### config.mk
export PLATFORM = sky130hd
export DESIGN_NAME = led_mode_master_flat
export DESIGN_NICKNAME = d
export VERILOG_FILES = /design/src/rtl/led_mode_if.sv /design/src/rtl/led_mode_master.sv /design/src/flat_wrapper.sv
export SDC_FILE = /design/constraint.sdc
export NUM_CORES = 1
export LEC_CHECK = 0
export CAP_MARGIN = 20
export CORE_AREA = 5 5 80 82
export DETAILED_ROUTE_END_ITERATION = 12
export DIE_AREA = 0 0 85 87
export PLACE_DENSITY = 0.42
export SLEW_MARGIN = 30
export SYNTH_ARGS = -nofsm -noshare
export SYNTH_HDL_FRONTEND = slang
export SYNTH_SLANG_ARGS = --single-unit
### constraint.sdc
create_clock -name clk -period 3.3 [get_ports clk]
set_input_delay 0.66 -clock clk [delete_from_list [all_inputs] [get_ports clk]]
set_output_delay 0.66 -clock clk [all_outputs]
set_load 0.05 [all_outputs]
### src/rtl/led_mode_if.sv
// ============================================================================
// led_mode_if : valid/ready/data bundle between the mode master and the LED slave
// Rev 1.0
// ============================================================================
`default_nettype none

interface led_mode_if;
  logic       valid;
  logic       ready;
  logic [1:0] data;

  modport master (output valid, output data, input ready);
  modport slave  (input valid, input data, output ready);
endinterface

`default_nettype wire

### src/rtl/led_mode_master.sv
// ============================================================================
// led_mode_master : debounced push-button advances a 2-bit blink mode and
// ships it downstream over valid/ready with a one-deep pending slot.
// Rev 1.0
// ============================================================================
`default_nettype none

module led_mode_master #(
  parameter int DEBOUNCE_CYCLES = 50000,
  parameter int CNT_W           = 16
) (
  input  wire logic       clk,
  input  wire logic       rst,
  input  wire logic       btn_in,
  led_mode_if.master      bus,
  output logic [1:0]      mode,
  output logic            busy,
  output logic            overrun
);

  localparam logic [CNT_W-1:0] DB_LAST = CNT_W'(DEBOUNCE_CYCLES - 1);

  typedef enum logic [0:0] {
    ST_IDLE = 1'b0,
    ST_SEND = 1'b1
  } state_t;

  logic             sync1_q;
  logic             btn_s_q;
  logic             btn_db_q;
  logic [CNT_W-1:0] cnt_q;
  logic             press_q;

  state_t           state_q;
  logic             valid_q;
  logic [1:0]       data_q;
  logic [1:0]       mode_q;
  logic             pend_q;
  logic             ovr_q;

  logic             w_hs;

  always_ff @(posedge clk or posedge rst) begin
    if (rst) begin
      sync1_q <= 1'b0;
      btn_s_q <= 1'b0;
    end else begin
      sync1_q <= btn_in;
      btn_s_q <= sync1_q;
    end
  end

  // press_q is a registered one-cycle pulse on the debounced 0->1 transition
  always_ff @(posedge clk or posedge rst) begin
    if (rst) begin
      cnt_q    <= '0;
      btn_db_q <= 1'b0;
      press_q  <= 1'b0;
    end else begin
      press_q <= 1'b0;
      if (btn_s_q == btn_db_q) begin
        cnt_q <= '0;
      end else if (cnt_q == DB_LAST) begin
        cnt_q    <= '0;
        btn_db_q <= btn_s_q;
        press_q  <= btn_s_q;
      end else begin
        cnt_q <= cnt_q + 1'b1;
      end
    end
  end

  assign w_hs = valid_q & bus.ready;

  always_ff @(posedge clk or posedge rst) begin
    if (rst) begin
      state_q <= ST_IDLE;
      valid_q <= 1'b0;
      data_q  <= 2'b00;
      mode_q  <= 2'b00;
      pend_q  <= 1'b0;
      ovr_q   <= 1'b0;
    end else begin
      case (state_q)
        ST_IDLE: begin
          if (press_q) begin
            data_q  <= mode_q + 2'd1;
            valid_q <= 1'b1;
            state_q <= ST_SEND;
          end
        end
        ST_SEND: begin
          if (w_hs) begin
            mode_q <= data_q;
            // A press coinciding with the handshake is treated as arriving after it
            if (pend_q || press_q) begin
              data_q <= data_q + 2'd1;
              pend_q <= pend_q & press_q;
            end else begin
              valid_q <= 1'b0;
              state_q <= ST_IDLE;
            end
          end else if (press_q) begin
            if (pend_q) ovr_q  <= 1'b1;
            else        pend_q <= 1'b1;
          end
        end
        default: begin
          state_q <= ST_IDLE;
          valid_q <= 1'b0;
        end
      endcase
    end
  end

  assign bus.valid = valid_q;
  assign bus.data  = data_q;
  assign mode      = mode_q;
  assign busy      = valid_q;
  assign overrun   = ovr_q;

endmodule

`default_nettype wire

### src/flat_wrapper.sv
// flat-port wrapper written by rule: the top's interface ports become plain ports
module led_mode_master_flat 
#(
  parameter int DEBOUNCE_CYCLES = 50000,
  parameter int CNT_W           = 16
)
  (clk, rst, btn_in, mode, busy, overrun, bus_valid, bus_data, bus_ready);
  led_mode_if bus_i ();
  input  wire logic clk;
  input  wire logic rst;
  input  wire logic btn_in;
  output logic [1:0] mode;
  output logic busy;
  output logic overrun;
  output wire logic [$bits(bus_i.valid)-1:0] bus_valid;
  output wire logic [$bits(bus_i.data)-1:0] bus_data;
  input wire logic [$bits(bus_i.ready)-1:0] bus_ready;
  assign bus_valid = bus_i.valid;
  assign bus_data = bus_i.data;
  assign bus_i.ready = bus_ready;
  led_mode_master #(.DEBOUNCE_CYCLES(DEBOUNCE_CYCLES), .CNT_W(CNT_W)) u_core (.clk(clk), .rst(rst), .btn_in(btn_in), .bus(bus_i), .mode(mode), .busy(busy), .overrun(overrun));
endmodule
==> results.py <==
metrics = {
    "sta": {
        "timing.setup.tns_ns": 0,
        "worstMarginPinSlew_ns": 0.497,
        "hold_violations": 0,
        "slew_headroom_pct": 66.8,
        "finalCriticalPeriod_ns": 2.22,
        "clock_skew_ns": 0.00311,
        "rsz0062_at_grt": "no",
        "finalSetupViolations": 0,
        "min_period_over_period_pct": 67.3,
        "slew_violations": 0,
        "fmax_mhz": 450,
    },
    "clocking": {
        "postCtsSetupBuffers": 0,
        "clk_latency_ns": 0.27,
        "clkTransAtPathRegs_ns": 0.09,
        "cts_tree": "yes",
        "ctsHtreeMaxLevel": 1,
        "cts_resized": 0,
        "cts_sinks": 28,
        "ctsHoldBuffers": 0,
        "cts_buffers": 3,
        "clockRootBuffer": "clkbuf_8",
        "clockBufferDepth": 2,
    },
    "place": {
        "portBuffers": 10,
        "dpl_cell_area_sq_um": 1510,
        "hpwl_um": 1720,
        "finalWeightedCongestion": 0.772,
    },
    "pwr": {
        "power_density_nw_per_um2": 372,
        "p_leak_nw": 0.647,
        "ir_drop_v": 0.000143,
    },
    "cells_and_area": {
        "syn_to_final_growth_pct": 17.3,
        "fin_nets": 141,
        "antenna_cells": 0,
        "drive_gt1_share_pct": 13.3,
        "design_area_sq_um": 1570,
    },
    "floorplanning": {
        "dieHeight_um": 87,
        "rows": 28,
        "die-area_sq_um": 7400,
        "die-width_um": 85,
        "start_util_pct": 23.5,
        "pin_count": 11,
        "core_area_sq_um": 5680,
    },
    "synthesis": {
        "yosysMostFrequentCell": "dfrtp_1",
        "yosysTopAreaCell": "dfrtp_1",
        "yosysTopAreaCellShare_pct": 52.4,
        "postSynthCellCount": 124,
        "synth_common_cells": "dfrtp_1 (28), nor2_1 (19), xnor2_1 (10), a21oi_1 (7), nand3_1 (7)",
        "synth_area_sq_um": 1340,
        "synth.area.top_cells": "dfrtp_1 (52%), xnor2_1 (6.6%), nor2_1 (5.3%)",
        "syn_area_per_cell_sq_um": 10.8,
        "ys_seq_area_share_pct": 52.4,
        "synth-seq-cells": 28,
        "ys_types": 25,
        "synth_warnings": 0,
        "synth_edf_count": 0,
        "synthFlopType": "dfrtp_1",
        "synth_async_sr_flop_share_pct": 100,
        "syn_nets": 129,
    },
    "route": {
        "dr.pass1.iters": 4,
        "num_vias": 909,
        "routed_wl_um": 2310,
        "ant_nets": 0,
        "routedWlPerCell_um": 11.0,
        "drcViolationCount": 0,
        "drtIter0Drc": 28,
        "vias_per_cell": 4.33,
    },
    "global_routing": {
        "grt_overflow": 0,
        "grt_pass1_vias": 969,
        "antenna_found_initial": 0,
        "grt_usage_pct": 7.15,
        "grt_pass1_wl_um": 4350,
        "grt_max_degree": 29,
    },
    "setup_path": {
        "r2r_slack_ns": 1.67,
        "arrival_ns": 1.56,
        "reg2reg_depth": 5,
        "worstReg2RegStart": "u_core.cnt_q[0]$_DFF_PP0_",
        "crit_cells": 1,
        "crit_type": "reg -> out",
        "rr_endpoint": "u_core.cnt_q[4]$_DFF_PP0_",
        "endpoint_kind": "output pin",
        "slowest_delay_ns": 0.84,
        "path_buf_inv": 1,
        "crit_end": "bus_valid",
        "cp_cell_sequence": "clkdlybuf4s50_1",
        "startpoint": "u_core.bus.valid$_DFFE_PP0P_",
        "path_max_fanout": 6,
        "crit_family": "buffers and inverters",
        "crit_required_ns": 2.64,
        "critPathSlowestCell": "clkdlybuf4s50_1",
        "cp-start-kind": "flip-flop",
    },
    "status": {
        "status": "finished, final reports clean",
    },
    "job": {
        "maxCapViolCount": 0,
    },
    "min_path": {
        "hold_path.class": "reg -> reg",
    },
}
worst register-to-register path: stages (launching register included):
cell and delay (ns):
dfrtp_1 0.43, ha_1 0.27, and4_1 0.23, nand4_1 0.19
nand2_2 0.31, nor2_1 0.09
placed cells by master, fill, tap and decap left out, types with 2 or more instances in the layout:
cell type and instances:
xor2_1 6, dfrtp_1 28, o21ai_0 3, nand2_1 5, a21oi_1 7, nor3_1 3
nor2_1 19, nand4_1 5, nand4_2 2, mux2_2 4, and4_1 2, xnor2_1 10
inv_1 4, nand2b_1 2, nand3_1 7, clkdlybuf4s50_1 10, clkbuf_8 4, nor4_2 5
and3_1 2
report_power, final:
part	switching, mW	total (mW)	internal (mW)
Sequential	0.00501	0.352	0.347
Combinational	0.0140	0.0220	0.00798
Clock	0.102	0.209	0.107
worst min path at each step:
| stage | to | slack (ns) | depth (start not counted) | start |
|---|---|---|---|---|
| final | u_core.btn_s_q$_DFF_PP0_ | 0.35 | 0 | u_core.sync1_q$_DFF_PP0_ |
| after detailed placement | u_core.btn_s_q$_DFF_PP0_ | 0.34 | 0 | u_core.sync1_q$_DFF_PP0_ |
| after global routing | u_core.btn_s_q$_DFF_PP0_ | 0.39 | 0 | u_core.sync1_q$_DFF_PP0_ |
| after global placement | u_core.btn_s_q$_DFF_PP0_ | 0.34 | 0 | u_core.sync1_q$_DFF_PP0_ |
| after CTS | u_core.btn_s_q$_DFF_PP0_ | 0.35 | 0 | u_core.sync1_q$_DFF_PP0_ |
| after floorplan | u_core.btn_s_q$_DFF_PP0_ | 0.33 | 0 | u_core.sync1_q$_DFF_PP0_ |
flip-flops by register name, summed over array words and instances, names as in the netlist:
name / flops
u_core.cnt_q: 16
u_core.bus.data: 2
u_core.mode: 2
u_core.btn_db_q: 1
u_core.btn_s_q: 1
u_core.bus.valid: 1
u_core.overrun: 1
u_core.pend_q: 1
u_core.press_q: 1
u_core.state_q: 1
u_core.sync1_q: 1
area by class of cell:
cell class	count	area, sq um
timing repair buffer	11	108
inverter	4	15.0
clock buffer	4	55.1
fill	595	4110
tap	75	93.8
sequential	28	701
multi-input combinational	88	596
cells by family after synthesis:
group                    share of synthesized area, %
buffers and inverters                            3.00
XOR/XNOR                                         10.5
AO/OA/AOI/OAI                                    5.06
flip-flops                                       52.4
adder cells (fa/ha/maj)                         0.936
AND/OR/NAND/NOR                                  24.7
multiplexers                                     3.37
through the flow:
step                      power (mW)  hold WS (ns)  util (%)  instances  setup WS, ns
after floorplan                0.372         0.331         -        124          1.68
after global routing           0.618         0.385      27.6        210          1.00
after detailed placement       0.382         0.336      26.7        206          1.27
final                          0.583         0.352      27.6        210          1.08
after CTS                      0.597         0.351      27.6        210          1.05
after global placement         0.382         0.338      26.7        206          1.32
per-layer routing:
metal | wire length, um | GRT usage [%]
met1 | 1060 | 8.54
met2 | 1160 | 12.9
met3 | 89 | 2.55
met4 | 0 | 0.576
met5 | 0 | 0
(Power assumes the default switching activity.)
